===== config.mk =====
export PLATFORM = sky130hd
export DESIGN_NAME = wall_scheduler
export DESIGN_NICKNAME = d
export VERILOG_FILES = /design/src/rtl/wall_scheduler.sv
export SDC_FILE = /design/constraint.sdc
export NUM_CORES = 1
export LEC_CHECK = 0
export CORE_MARGIN = 3
export CORE_UTILIZATION = 55
export CTS_BUF_LIST = sky130_fd_sc_hd__clkbuf_8
export CTS_CLUSTER_DIAMETER = 200
export CTS_CLUSTER_SIZE = 16
export DETAILED_ROUTE_END_ITERATION = 8
export PLACE_DENSITY = 0.76
export SLEW_MARGIN = 20
export SYNTH_ARGS = -nofsm -noshare
export SYNTH_HDL_FRONTEND = slang
export SYNTH_SLANG_ARGS = --single-unit

===== constraint.sdc =====
create_clock -name clk -period 9.5 [get_ports clk]
set_input_delay 2.375 -clock clk [delete_from_list [all_inputs] [get_ports clk]]
set_output_delay 2.375 -clock clk [all_outputs]
set_load 0.03 [all_outputs]

===== src/rtl/wall_scheduler.sv =====
// rtl/wall_scheduler.sv - scrolls, spawns and streams wall slots once per accepted frame tick.
// Define WALL_SCHED_CLAMP_EN to clamp spawned heights to MAX_HEIGHT.
module wall_scheduler #(
    parameter int NUM_WALLS      = 4,
    parameter int SCREEN_W       = 160,
    parameter int SCROLL_STEP    = 1,
    parameter int SPAWN_INTERVAL = 40,
    parameter int MAX_HEIGHT     = 90
) (
    input  logic       clk,
    input  logic       reset,
    input  logic       clear,
    input  logic       run,
    input  logic       frame_tick,
    input  logic [7:0] height_in,
    output logic       wall_valid,
    input  logic       wall_ready,
    output logic [7:0] wall_x,
    output logic [7:0] wall_h,
    output logic [2:0] wall_id,
    output logic       frame_done,
    output logic       spawn_drop,
    output logic       frame_overrun
);

    localparam int IW = (NUM_WALLS > 1) ? $clog2(NUM_WALLS) : 1;
    localparam int CW = (SPAWN_INTERVAL > 1) ? $clog2(SPAWN_INTERVAL) : 1;
    localparam logic [7:0]    SPAWN_X  = 8'(SCREEN_W - 1);
    localparam logic [7:0]    STEP     = 8'(SCROLL_STEP);
    localparam logic [IW-1:0] LAST_IDX = IW'(NUM_WALLS - 1);
    localparam logic [CW-1:0] LAST_CNT = CW'(SPAWN_INTERVAL - 1);

    typedef enum logic [2:0] {IDLE, MOVE, SPAWN, EMIT, DONE} state_t;

    state_t                 state, state_n;
    logic [NUM_WALLS-1:0]   act, act_n;
    logic [7:0]             xs [NUM_WALLS];
    logic [7:0]             xs_n [NUM_WALLS];
    logic [7:0]             hs [NUM_WALLS];
    logic [7:0]             hs_n [NUM_WALLS];
    logic [IW-1:0]          idx, idx_n;
    logic [CW-1:0]          cnt, cnt_n;
    logic                   drop_n, ovr_n, found;
    logic                   valid_n, done_n;
    logic [7:0]             x_n, h_n;
    logic [2:0]             id_n;
    logic [7:0]             spawn_h;

`ifdef WALL_SCHED_CLAMP_EN
    assign spawn_h = (height_in > 8'(MAX_HEIGHT)) ? 8'(MAX_HEIGHT) : height_in;
`else
    logic [7:0] unused_max_h;
    assign unused_max_h = 8'(MAX_HEIGHT);
    assign spawn_h      = height_in;
`endif

    always_ff @(posedge clk or posedge reset) begin
        if (reset) begin
            state <= IDLE;
        end else begin
            state <= state_n;
        end
    end

    always_comb begin
        state_n = state;
        case (state)
            IDLE:    if (frame_tick && run) state_n = MOVE;
            MOVE:    state_n = (cnt == LAST_CNT) ? SPAWN : EMIT;
            SPAWN:   state_n = EMIT;
            EMIT:    if ((!act[idx] || wall_ready) && idx == LAST_IDX) state_n = DONE;
            DONE:    state_n = IDLE;
            default: state_n = IDLE;
        endcase
        if (clear) state_n = IDLE;
    end

    // Slot, counter and flag updates; outputs below present the slot the next cycle will show.
    always_comb begin
        act_n  = act;
        xs_n   = xs;
        hs_n   = hs;
        idx_n  = idx;
        cnt_n  = cnt;
        drop_n = spawn_drop;
        ovr_n  = frame_overrun;
        found  = 1'b0;
        if (frame_tick && state != IDLE) ovr_n = 1'b1;
        case (state)
            MOVE: begin
                idx_n = '0;
                cnt_n = (cnt == LAST_CNT) ? '0 : cnt + 1'b1;
                for (int i = 0; i < NUM_WALLS; i++) begin
                    if (act[i]) begin
                        if (xs[i] < STEP) act_n[i] = 1'b0;
                        else              xs_n[i]  = xs[i] - STEP;
                    end
                end
            end
            SPAWN: begin
                idx_n = '0;
                for (int i = 0; i < NUM_WALLS; i++) begin
                    if (!act[i] && !found) begin
                        found    = 1'b1;
                        act_n[i] = 1'b1;
                        xs_n[i]  = SPAWN_X;
                        hs_n[i]  = spawn_h;
                    end
                end
                if (!found) drop_n = 1'b1;
            end
            EMIT: begin
                if ((!act[idx] || wall_ready) && idx != LAST_IDX) idx_n = idx + 1'b1;
            end
            default: ;
        endcase
        if (clear) begin
            act_n  = '0;
            cnt_n  = '0;
            idx_n  = '0;
            drop_n = 1'b0;
            ovr_n  = 1'b0;
        end
    end

    always_comb begin
        valid_n = (state_n == EMIT) && act_n[idx_n];
        x_n     = valid_n ? xs_n[idx_n] : wall_x;
        h_n     = valid_n ? hs_n[idx_n] : wall_h;
        id_n    = valid_n ? 3'(idx_n) : wall_id;
        done_n  = (state_n == DONE);
    end

    always_ff @(posedge clk or posedge reset) begin
        if (reset) begin
            act           <= '0;
            xs            <= '{default: '0};
            hs            <= '{default: '0};
            idx           <= '0;
            cnt           <= '0;
            wall_valid    <= 1'b0;
            wall_x        <= '0;
            wall_h        <= '0;
            wall_id       <= '0;
            frame_done    <= 1'b0;
            spawn_drop    <= 1'b0;
            frame_overrun <= 1'b0;
        end else begin
            act           <= act_n;
            xs            <= xs_n;
            hs            <= hs_n;
            idx           <= idx_n;
            cnt           <= cnt_n;
            wall_valid    <= valid_n;
            wall_x        <= x_n;
            wall_h        <= h_n;
            wall_id       <= id_n;
            frame_done    <= done_n;
            spawn_drop    <= drop_n;
            frame_overrun <= ovr_n;
        end
    end

endmodule


# Word-level counts from Yosys, hierarchy flattened
# Index checks and enable logic that the tools add are counted.
# op_classes
n_shift	0
div_mod_pow	0
eq_ne	9
n_mux	65
n_lt_le_gt_ge	7
add_sub_neg	6
mul	0
bitwise	1
n_reduce_logical	23
# op_table
operator	count
8-bit 2-to-1 mux	20
32-bit one-hot mux with 2 select lines	1
8-bit binary-select mux with 2-bit select	2
8-bit by 1-bit less-than comparator with 1-bit output (second input constant)	4
32-bit 2-to-1 mux	1
8-bit by 1-bit subtractor with 8-bit output (second input constant)	4
1-bit 2-to-1 mux	27
6-bit 2-to-1 mux	3
3-bit one-hot mux with 4 select lines	1
3-bit by 2-bit == test with 1-bit output (second input constant)	3
3-bit 2-to-1 mux	3
1-bit logical AND	8
4-bit one-hot mux with 2 select lines	1
1-bit logical NOT	7
6-bit by 1-bit adder with 6-bit output (second input constant)	1
6-bit == test (second input constant)	1
2-bit by 3-bit less-than comparator with 1-bit output (second input constant)	2
2-bit nonzero test	3
1-bit binary-select mux with 2-bit select	2
2-bit 2-to-1 mux	2
4-bit 2-to-1 mux	1
2-bit inequality test (second input constant)	2
2-bit one-hot mux with 2 select lines	1
3-bit by 1-bit == test with 1-bit output (second input constant)	1
10 further kinds	10
# word_totals
romBits	0
latchBits	0
n_memories	0
ram_bits	0
in_bits	14
reg_bits	101

# Depth between registers and ports, before layout
# logic_depth
word_depth	18
ltp_mapped	12

# Least setup slack after synthesis
# OpenSTA, ideal clock, no wires.
# synth_path
kind	in2reg
start	input port wall_ready
end	register wall_x[1]
n_path_buf	1
cell_stages	7
arrival_ns	3.898
required_ns	9.374
slack_ns	5.476
path_cell_list	nor2b_1 > a22oi_2 > mux2_2 > o2111ai_1 > nor2_4 > buf_4 > a221o_1
# synth_between
elab_chain_len	9
word_cells_on_any_way	17
cone_classes	eq/ne (1); mux (11); bitwise (1); reduce/logical (4)
# synth_rtl
element	line	text
start, declared	17	input logic wall_ready,
1-bit logical OR *	71, 113	
1-bit logical AND	113	if ((!act[idx] || wall_ready) && idx != LAST_IDX) idx_n = idx + 1'b1;
2-bit 2-to-1 mux	113	
2-bit one-hot mux with 2 select lines	89	case (state)
2-bit 2-to-1 mux	117	if (clear) begin
2-bit inverter with 3-bit output (not written as such)	128	x_n = valid_n ? xs_n[idx_n] : wall_x;
8-bit binary-select mux with 2-bit select	128	
8-bit 2-to-1 mux (not written as such) (2 in a row)	128	
end signal, assigned	155	wall_x <= x_n;
end, declared	18	output logic [7:0] wall_x,
# Mark *: on every way between the ends. The rest lies on a longest branch, timed or not. The select of a mux whose other input is x is not followed.
# A chain may end at the register's enable or synchronous reset.

# Final worst setup path
# layout_path
start	input port clear
end	register wall_x[1]
# layout_between
elab_chain_len	5
word_cells_on_any_way	11
cone_classes	eq/ne (1); mux (8); bitwise (1); reduce/logical (1)
# layout_rtl
element	line	text
start, declared	12	input logic clear,
2-bit 2-to-1 mux	117	
2-bit inverter with 3-bit output (not written as such)	128	
8-bit binary-select mux with 2-bit select	128	
8-bit 2-to-1 mux (not written as such) (2 in a row)	128	
# Several ways; a longest one is shown, not always the timed one. The select of a mux whose other input is x is not followed.

==> impl_results.md <==
* Status: completed
* Worst EP required at just under 10 ns
* Max VDD drop at 0.149 mV
* Max cap viols at 0
* # hold bufs at CTS at 0
* Fill cells at 797
* Post-cts sizing count at 0
* Tmin final at roughly 5.2 ns
* Overall die height at 106 um
* Horizontal extent of the die at 106 um
* Combined area of all synthesized cells at between 5000 and 6000 sq um
* Pin count of the biggest net entering global routing at 73
* Number of global-route vias before repair at 4,326
* Hpwl dp at roughly 8700 um
* Total wire length at around 13,000 um
* Final net count at 607
* Commonest non-fill, non-tap cells in the layout: 103 x sky130_fd_sc_hd__nand2_1, 101 x sky130_fd_sc_hd__dfrtp_1, 47 x sky130_fd_sc_hd__nor2_1, 35 x sky130_fd_sc_hd__clkdlybuf4s50_1, 27 x sky130_fd_sc_hd__inv_1
* Classification of the worst setup path: in -> reg
* Cell variety after synth at 75
* Number of buffers between clock root and the deepest sink at 2
* Unrepaired setup endpoints after global routing: no
* Final total negative setup slack at 0 ns
* Max transition margin at 0.326
* Global-route total usage across every layer at 0.239
* Post-CTS setup repair buffer count at 0
* # port buffers at 35
* Number of cell rows at 35
* Starting utilization of the core area at 0.580
* Type of the most critical hold path: reg -> reg
* #FFs+latches synth at 101
* Detailed router's first-iteration violation count at 316
* CTS tree: done
* Highest clock rate at 0.192 GHz
* Main synth FF type: sky130_fd_sc_hd__dfrtp_1
* Maximum net fanout on the critical path at 25
* Initial antenna violation count at 0
* H-tree Lvls at 3
* Number of vias in the routed layout at 4,333
* Clock Latency Late Sink at 0.37 ns
* Die Outline Area at approximately 11,000 sq um
* Total nets after synthesis at 588
* Max-slew violation count at 0
* Clock Tree Root: sky130_fd_sc_hd__clkbuf_8
* Startpoint types: input pin
* Tightest hold margin at 0.482 ns
* Vias/cell at between 6 and 7
* Hold Fails Final Rpt at 0
* Slew at the pin with the worst max-slew slack at 1.01 ns
* EDFF count, synth at 0
* Critical path arrival at 5.47 ns
* Fraction of registers with async set or reset after synthesis at 1.00
* Period utilization at 0.550
* Fraction of layout instances using a drive strength above 1 at 0.106
* Clock skew at 0.0170 ns
* Total congestion overflow at 0
* Core Area at 9460 sq um
* Post-Route Utilization at 0.643
* Power Dens Cells at 201 nW/um^2
* Number of design rule violations left after detail routing at 0
* Clock transition at the registers of the reported paths at 0.09 ns
* I/O Pins at 37
* Most common library cell in the layout ignoring fill and taps: sky130_fd_sc_hd__nand2_1
* Number of buffers created by CTS at 9
* Global placer's final weighted congestion at a little under 1
* Standby leakage power at 2.56 nW
* Worst Setup End Kind: flop
* Per-instance average area after synthesis at between 9 and 10 sq um
* WL/cell at 17.9 um
* # diodes at 0
* Area growth, synth to finish at 10.9%
* Cell count after synthesis at 568
* First-pass GRT wire length at 21,500 um
* Post-route antenna net violation count at 0
* Final setup violating endpoints at 0
* Sequential cell area fraction in the yosys report at 0.461
* 1st-pass router iterations at 5
* Clock sink total at roughly 100
* Synth Warn # at 0
[Yosys cell counts, types with 6 or more instances]
cell type                  number  area, sq um
sky130_fd_sc_hd__o221ai_2      10          150
sky130_fd_sc_hd__nor3_1        15         75.1
sky130_fd_sc_hd__mux2_4         7          105
sky130_fd_sc_hd__o21ai_0       13         65.1
sky130_fd_sc_hd__nand4_1        8         50.1
sky130_fd_sc_hd__o211ai_1       7         52.6
sky130_fd_sc_hd__clkbuf_1      13         48.8
sky130_fd_sc_hd__dfrtp_1      101         2530
sky130_fd_sc_hd__buf_2          7         35.0
sky130_fd_sc_hd__mux2i_1       26          260
sky130_fd_sc_hd__a21oi_1       18         90.1
sky130_fd_sc_hd__nor2_1        47          176
sky130_fd_sc_hd__nor4_1         8         50.1
sky130_fd_sc_hd__ha_1           6         75.1
sky130_fd_sc_hd__nand2_1      103          387
sky130_fd_sc_hd__mux2_2        10          113
sky130_fd_sc_hd__inv_1         27          101
sky130_fd_sc_hd__nand2b_1      10         62.6
sky130_fd_sc_hd__nand3_1       17         85.1
[worst max-delay path, cell delays in order]
cell	delay, ns
sky130_fd_sc_hd__clkdlybuf4s50_1	0.90
sky130_fd_sc_hd__nand2b_1	0.73
sky130_fd_sc_hd__clkinv_2	0.69
sky130_fd_sc_hd__mux2_2	0.46
sky130_fd_sc_hd__a221o_1	0.30
[flip-flops by register name, indices dropped and copies added, names as in the netlist, 2 cells and up]
signal,count
hs,32
wall_id,2
xs,32
cnt,6
wall_h,8
act,4
state,3
wall_x,8
idx,2
[cells by family after synthesis]
group | after synthesis | synth area share
and+or+nand+nor | 260 | 0.246
other | 1 | 0.000683
DFF | 101 | 0.461
buffers and inverters | 58 | 0.0495
adders and majority gates | 6 | 0.0137
xor gates and xnor gates | 6 | 0.00958
muxes | 43 | 0.0871
AOI/OAI and AO/OA | 93 | 0.132
[through the flow]
stage	instances	setup slack, ns	cell area (sq um)	total power [mW]
final	721	4.28	6090	1.22
after global routing	721	4.08	6090	1.28
after CTS	721	4.32	6090	1.23
after detailed placement	705	3.95	5860	0.924
after global placement	705	3.97	5860	0.913
after floorplan	568	4.48	5490	0.800
[final cells by class]
| class | instances | area (sq um) | share of cell area |
|---|---|---|---|
| flip-flops and latches | 101 | 2530 | 0.415 |
| clock inverters | 7 | 98.8 | 0.0162 |
| repair buffers | 37 | 365 | 0.0600 |
| well taps | 129 | 161 | 0.0265 |
| inverters | 29 | 115 | 0.0189 |
| multi-input cells | 409 | 2690 | 0.443 |
| clock buffers | 9 | 124 | 0.0204 |
[path summary, 6_finish.rpt]
path / cells past startpoint / from / to / slack (ns)
max: 5 / clear / wall_x[1]$_DFFE_PP0P_ / 4.28
max in group asynchronous: 3 / reset / xs[28]$_DFF_PP0_ / 5.92
min in group asynchronous: 2 / reset / hs[1]$_DFF_PP0_ / 2.33
min: 2 / hs[7]$_DFF_PP0_ / hs[7]$_DFF_PP0_ / 0.48
min reg2reg: 2 / hs[7]$_DFF_PP0_ / hs[7]$_DFF_PP0_ / 0.48
max reg2reg: 7 / act[1]$_DFF_PP0_ / wall_x[1]$_DFFE_PP0P_ / 6.01
[report_power, final]
| group | switching, mW | total [mW] | internal, mW |
|---|---|---|---|
| Sequential | 0.0540 | 0.561 | 0.507 |
| Combinational | 0.196 | 0.357 | 0.161 |
| Clock | 0.157 | 0.307 | 0.150 |
[layer usage]
| metal | GRT usage | share of wire |
|---|---|---|
| met1 | 0.326 | 0.44 |
| met2 | 0.396 | 0.48 |
| met3 | 0.0389 | 0.056 |
| met4 | 0.0740 | 0.023 |
| met5 | 0 | 0 |
Power figures use the tool's default switching activity.
